## src/rtl/alu_arbiter.sv

```systemverilog
// Round-robin arbiter that lends one shared combinational ALU to two requesters.
// Each accepted operation runs for one EXEC cycle and its registered result is held until its owner takes it.
module alu_arbiter #(
  parameter int WIDTH = 32
) (
  input  logic             Clock,
  input  logic             Reset_n,
  input  logic             Req0_Valid,
  output logic             Req0_Ready,
  input  logic [3:0]       Req0_Control,
  input  logic [WIDTH-1:0] Req0_A,
  input  logic [WIDTH-1:0] Req0_B,
  input  logic             Req1_Valid,
  output logic             Req1_Ready,
  input  logic [3:0]       Req1_Control,
  input  logic [WIDTH-1:0] Req1_A,
  input  logic [WIDTH-1:0] Req1_B,
  output logic             Resp0_Valid,
  input  logic             Resp0_Ready,
  output logic             Resp1_Valid,
  input  logic             Resp1_Ready,
  output logic [WIDTH-1:0] Resp_Out,
  output logic             Resp_Zero,
  output logic             Resp_Illegal,
  output logic [3:0]       Alu_Control,
  output logic [WIDTH-1:0] Alu_In1,
  output logic [WIDTH-1:0] Alu_In2,
  input  logic [WIDTH-1:0] Alu_Out,
  input  logic             Alu_Zero
);

  typedef enum logic [1:0] {
    IDLE = 2'd0,
    EXEC = 2'd1,
    RESP = 2'd2
  } state_t;

  state_t           state_r;
  state_t           state_s;
  logic             owner_r;
  logic             last_r;
  logic [3:0]       ctrl_r;
  logic [WIDTH-1:0] a_r;
  logic [WIDTH-1:0] b_r;
  logic [WIDTH-1:0] out_r;
  logic             zero_r;
  logic             ill_r;
  logic             grant0_s;
  logic             grant1_s;
  logic             xfer0_s;
  logic             xfer1_s;
  logic             resp_done_s;

  function automatic logic is_illegal(input logic [3:0] code);
    case (code)
      4'd0, 4'd1, 4'd2, 4'd6, 4'd7, 4'd12: is_illegal = 1'b0;
      default:                             is_illegal = 1'b1;
    endcase
  endfunction

  // Round-robin grant; last_r==1 means requester 0 wins a tie.
  always_comb begin
    grant0_s = 1'b0;
    grant1_s = 1'b0;
    if (Req0_Valid && Req1_Valid) begin
      grant0_s = last_r;
      grant1_s = ~last_r;
    end else begin
      grant0_s = Req0_Valid;
      grant1_s = Req1_Valid;
    end
  end

  // Handshake outputs: ready only while idle, response valid only for the owner.
  always_comb begin
    Req0_Ready  = (state_r == IDLE) && grant0_s;
    Req1_Ready  = (state_r == IDLE) && grant1_s;
    xfer0_s     = Req0_Ready && Req0_Valid;
    xfer1_s     = Req1_Ready && Req1_Valid;
    Resp0_Valid = (state_r == RESP) && (owner_r == 1'b0);
    Resp1_Valid = (state_r == RESP) && (owner_r == 1'b1);
  end

  // Next-state logic.
  always_comb begin
    state_s     = state_r;
    resp_done_s = 1'b0;
    case (state_r)
      IDLE: begin
        if (xfer0_s || xfer1_s) state_s = EXEC;
        else                    state_s = IDLE;
      end
      EXEC: state_s = RESP;
      RESP: begin
        resp_done_s = owner_r ? Resp1_Ready : Resp0_Ready;
        if (resp_done_s) state_s = IDLE;
        else             state_s = RESP;
      end
      default: state_s = IDLE;
    endcase
  end

  // State register.
  always_ff @(posedge Clock) begin
    if (!Reset_n) state_r <= IDLE;
    else          state_r <= state_s;
  end

  // Operand and owner capture on transfer.
  always_ff @(posedge Clock) begin
    if (!Reset_n) begin
      ctrl_r  <= 4'd0;
      a_r     <= '0;
      b_r     <= '0;
      owner_r <= 1'b0;
    end else if (xfer0_s) begin
      ctrl_r  <= Req0_Control;
      a_r     <= Req0_A;
      b_r     <= Req0_B;
      owner_r <= 1'b0;
    end else if (xfer1_s) begin
      ctrl_r  <= Req1_Control;
      a_r     <= Req1_A;
      b_r     <= Req1_B;
      owner_r <= 1'b1;
    end else begin
      ctrl_r  <= ctrl_r;
      a_r     <= a_r;
      b_r     <= b_r;
      owner_r <= owner_r;
    end
  end

  // Result capture at the end of EXEC, held through RESP.
  always_ff @(posedge Clock) begin
    if (!Reset_n) begin
      out_r  <= '0;
      zero_r <= 1'b0;
      ill_r  <= 1'b0;
    end else if (state_r == EXEC) begin
      out_r  <= Alu_Out;
      zero_r <= Alu_Zero;
      ill_r  <= is_illegal(ctrl_r);
    end else begin
      out_r  <= out_r;
      zero_r <= zero_r;
      ill_r  <= ill_r;
    end
  end

  // Last-served pointer advances only when a response is consumed.
  always_ff @(posedge Clock) begin
    if (!Reset_n)         last_r <= 1'b1;
    else if (resp_done_s) last_r <= owner_r;
    else                  last_r <= last_r;
  end

  assign Alu_Control  = ctrl_r;
  assign Alu_In1      = a_r;
  assign Alu_In2      = b_r;
  assign Resp_Out     = out_r;
  assign Resp_Zero    = zero_r;
  assign Resp_Illegal = ill_r;

endmodule
```

## config.mk

```make
export PLATFORM = sky130hd
export DESIGN_NAME = alu_arbiter
export DESIGN_NICKNAME = d
export VERILOG_FILES = /design/src/rtl/alu_arbiter.sv
export SDC_FILE = /design/constraint.sdc
export NUM_CORES = 1
export LEC_CHECK = 0
export CAP_MARGIN = 20
export CORE_ASPECT_RATIO = 2
export CORE_MARGIN = 2
export CORE_UTILIZATION = 42
export CTS_CLUSTER_DIAMETER = 50
export DETAILED_ROUTE_END_ITERATION = 8
export GPL_ROUTABILITY_DRIVEN = 1
export HOLD_SLACK_MARGIN = 0.1
export PLACE_DENSITY = 0.95
export SYNTH_ARGS = -nofsm -noshare
export SYNTH_HDL_FRONTEND = slang
export SYNTH_SLANG_ARGS = --single-unit
```

## constraint.sdc

```tcl
create_clock -name Clock -period 3.05 [get_ports Clock]
set_input_delay 0.4575 -clock Clock [delete_from_list [all_inputs] [get_ports Clock]]
set_output_delay 0.4575 -clock Clock [all_outputs]
set_load 0.1 [all_outputs]
```

After elaboration in Yosys (flattened, before gate mapping). Cells that the tools add are included.

Eq/ne operators: 7. Reductions and logical operators: 13. Bitwise gates (word level): 3. Multiplexer cells: 14.

Operators with widths (number): $mux W32 (4); $eq A4 B3 Y1 const B (2); $mux W4 (2); $logic_and A1 B1 Y1 (7); $mux W1 (6); $pmux W2 S3 (1); $reduce_or A6 Y1 (1); $eq A4 B1 Y1 const B (1); $eq A4 B2 Y1 const B (1); $eq A4 B4 Y1 const B (1); $logic_not A4 Y1 (1); $not A1 Y1 (3); $eq A2 B1 Y1 const B (1); $eq A2 B2 Y1 const B (1); $logic_not A2 Y1 (1); $mux W2 (1); $reduce_bool A2 Y1 (1); $reduce_or A2 Y1 (1); $logic_or A1 B1 Y1 (1).

Flip-flop bits (word level): 106.

Longest topological paths before layout.
Word-level depth: 7. Gate-level depth with buffers: 7. Gate-level depth less buffers: 3.

Least setup slack after synthesis. Ideal clock, no wire load.

Path kind: input to output. Start point: in Req0_Valid. End point: out Req0_Ready. Path buffers: 3. Path slack: 0.114 ns. Stages on the path: 5. Arrival: 2.478 ns. Cells stage by stage: or3b_4 -> buf_6 -> buf_6 -> buf_6 -> nor2_1.

Cells in the longest elaborated chain, start to end: 3.

RTL lines: start: declaration (line 8) `input logic Req0_Valid,`; $logic_and A1 B1 Y1 (line 65) `if (Req0_Valid && Req1_Valid) begin`; $mux W1 * (line 65); $logic_and A1 B1 Y1 * (line 76) `Req0_Ready = (state_r == IDLE) && grant0_s;`; end: declaration (line 9) `output logic Req0_Ready,`.

Every way passes the cells marked *; elsewhere a longest branch is shown, timed or not.

Worst setup path in the final report. Same ends and word-level chain as after synthesis.

==> impl_metrics.tcl <==
set metrics [dict create \
    status "completed" \
    cts_hold_buf 0 \
    p_per_area_nw_per_um2 618 \
    drt-pass1-iter-count 4 \
    crit_required_ns 2.59 \
    fin_crit_ns 2.30 \
    ys_ff_latch 106 \
    worstHoldPathType "flip-flop to flip-flop" \
    h-tree-depth 3 \
    multi_input_area_um2 2490 \
    worst-path-stages 4 \
    grt_max_degree 108 \
    internal-power_mw 2.73 \
    ys_seq_area_frac 0.410 \
    max_freq_mhz 435 \
    fin_crit_sh 0.753 \
    worstSetupPathType "input pin to output pin" \
    via_count 5430 \
    finalWirelength_mm 17.6 \
    clock-root-buffer "clkbuf_16" \
    finalSetupTns_ns 0 \
    crit_buf_inv 2 \
    crit_fanout 3 \
    finalClockSkew_ns 0.0122 \
    ant_nets 0 \
    maxSlewHeadroom 0.539 \
    ys_warn_count 0 \
    layout_commonest_cell "clkdlybuf4s50_1" \
    synth_area_per_cell_um2 8.91 \
    clock_path_buffers 2 \
    cts_made_buffers 9 \
    dp_hpwl_mm 12.4 \
    cts_tree "built" \
    area_delta_synth_final_pct 55.0 \
    path_clk_slew_ns 0.08 \
    netlist_area_um2 5170 \
    synth.distinct_cells 27 \
    max_stage_delay_ns 0.50 \
    fin_cells 963 \
    drv_slew 0 \
    routedWlPerCell_um 18.3 \
    gp_congestion 0.838 \
    grt.total_usage 0.259 \
    design.portCount 281 \
    die_w_um 82.5 \
    final_core_util 0.665 \
    vias_per_cell 5.64 \
    crit-reg2reg-launch "state_r[1]$_SDFF_PN0_" \
    drt_iter0_drc 295 \
    insertedDiodeCount 0 \
    portBuffers 280 \
    rsz0062_at_grt "no" \
    synthCells 580 \
    overflow 0 \
    r2r_end "Alu_In1[21]$_SDFFE_PN0P_" \
    p_leak_nw 3.30 \
    drv_cap 0 \
    setup_viol 0 \
    cts_sinks 106 \
    nNetsFinal 986 \
    synth.area.top_cells "dfxtp_1 41%, o2111a_1 15%, o2111ai_1 12%" \
    most-common-layout-cells "173 x clkdlybuf4s50_1, 116 x buf_4, 106 x dfxtp_1" \
    hp-start "Resp_Out[22]$_SDFFE_PN0P_" \
    cp-end-kind "output pin" \
    drive_gt1_frac 0.174 \
    reg2reg_depth 4 \
    die_y_um 161 \
    clock_latency_ns 0.35 \
    crit_slowest_cell "clkdlybuf4s50_1" \
    critPathTopFamily "buffers and inverters" \
    grt_pass1_vias 5277 \
    placed_cells 947 \
    grt_pass1_wl_mm 26.7 \
    synth_top_area_cell "dfxtp_1" \
    fp.dieArea_um2 13300 \
    holdPathEnd "Resp_Out[22]$_SDFFE_PN0P_" \
    antenna_found_initial 0 \
    p_sw_frac 0.450 \
    tightest_slew_ns 0.692 \
    p_clk_frac 0.235 \
    crit_path_start_kind "input pin" \
    power_frac_seq 0.329 \
    whs_path_depth 2 \
    path_cells "clkdlybuf4s50_1 -> or3b_4 -> nor2_1 -> buf_12" \
    core_region_area_um2 12100 \
    regArea_um2 2120 \
    n_fill_cell 927 \
    drc 0 \
    initial_utilization 0.429 \
    ir_drop_mv 0.433 \
    hold_viol 0 \
    synth_top_cell_area_share 0.410 \
    layout_setup_ws_ns 0.753 \
    combPwrFrac 0.436 \
    dp_slack_ns 0.621 \
    crit_arrival_ns 1.84 \
    worst-r2r-setup-slack_ns 1.17 \
    cts-resized-gates 0 \
    synth_fp_nets 755 \
    cts_setup_buffers 0 \
    hold_slack_ns 0.467 \
    p_sw_mw 2.23 \
    row_count 57 \
]
## cells in the mapped netlist
master and n:
clkbuf_1 56, buf_2 9, and3_1 2, o211ai_1 1, o21a_1 1, o2111a_1 68
or2_0 1, nand3_1 1, nor2_1 1, clkbuf_2 4, or3_1 68, o21ai_0 2
o2111ai_1 68, a21boi_0 33, dfxtp_1 106, nand3b_1 2, or3b_4 1, buf_6 4
xor2_1 1, nand2_1 67, and2_1 3, a21oi_1 4, nor2_2 1, inv_1 68
mux2i_1 1, nand2b_1 2, nor2b_1 5
## final cells by class
cell class | instances | area share
Timing Repair Buffer | 293 | 0.333
Clock inverter | 7 | 0.00890
Clock buffer | 9 | 0.0281
Tap cell | 147 | 0.0230
Multi-Input combinational cell | 333 | 0.311
Inverter | 68 | 0.0319
Sequential cell | 106 | 0.265
## worst min-delay path, delay by kind of cell (launching register included)
| kind | cells | cell delay (ns) |
|---|---|---|
| flops | 1 | 0.32 |
| compound gates | 1 | 0.06 |
| simple gates | 1 | 0.05 |
## power by group through the flow
stage	clock, mW	sequential, mW	combinational [mW]
floorplan	0	2.71	0.509
global placement	0	1.65	2.14
detailed placement	0	1.66	2.16
CTS	1.18	1.63	2.16
global route	1.25	1.65	2.25
finish	1.17	1.63	2.16
## state kept, by name, summed over array words and instances (netlist names)
signal,flops
Alu_Control,4
Alu_In1,32
last_r,1
owner_r,1
Resp_Zero,1
state_r,2
Resp_Illegal,1
Resp_Out,32
Alu_In2,32
## cells by family (layout without fill, tap and decap cells)
kind of cell | after synthesis | in the layout | share of synthesized area
compound gates | 177 | 177 | 0.320
xor+xnor | 1 | 1 | 0.00169
buf+inv | 141 | 377 | 0.111
flops | 106 | 106 | 0.410
mux | 1 | 1 | 0.00194
simple gates | 154 | 154 | 0.155
## metal layers
layer	GRT usage	part of all wire
met3	0.0657	0.075
met4	0.139	0.051
met2	0.443	0.51
met1	0.281	0.36
met5	0	0
## stage by stage
step	power, mW	instance area (um^2)
floorplan	3.22	5170
global placement	3.79	7720
detailed placement	3.82	7720
CTS	4.98	8010
global route	5.15	8010
finish	4.96	8010
## worst max path at each step
stage	start	endpoint	slack (ns)
after floorplan	Req0_Valid	Req0_Ready	0.11
after global placement	Req0_Valid	Alu_In1[28]$_SDFFE_PN0P_	0.67
after detailed placement	Req0_Valid	Alu_In1[21]$_SDFFE_PN0P_	0.62
after CTS	Req0_Valid	Req0_Ready	0.72
after global routing	Req0_Valid	Req0_Ready	0.69
final	Req0_Valid	Req0_Ready	0.75
Note: power is estimated with default switching activity, not from simulation.
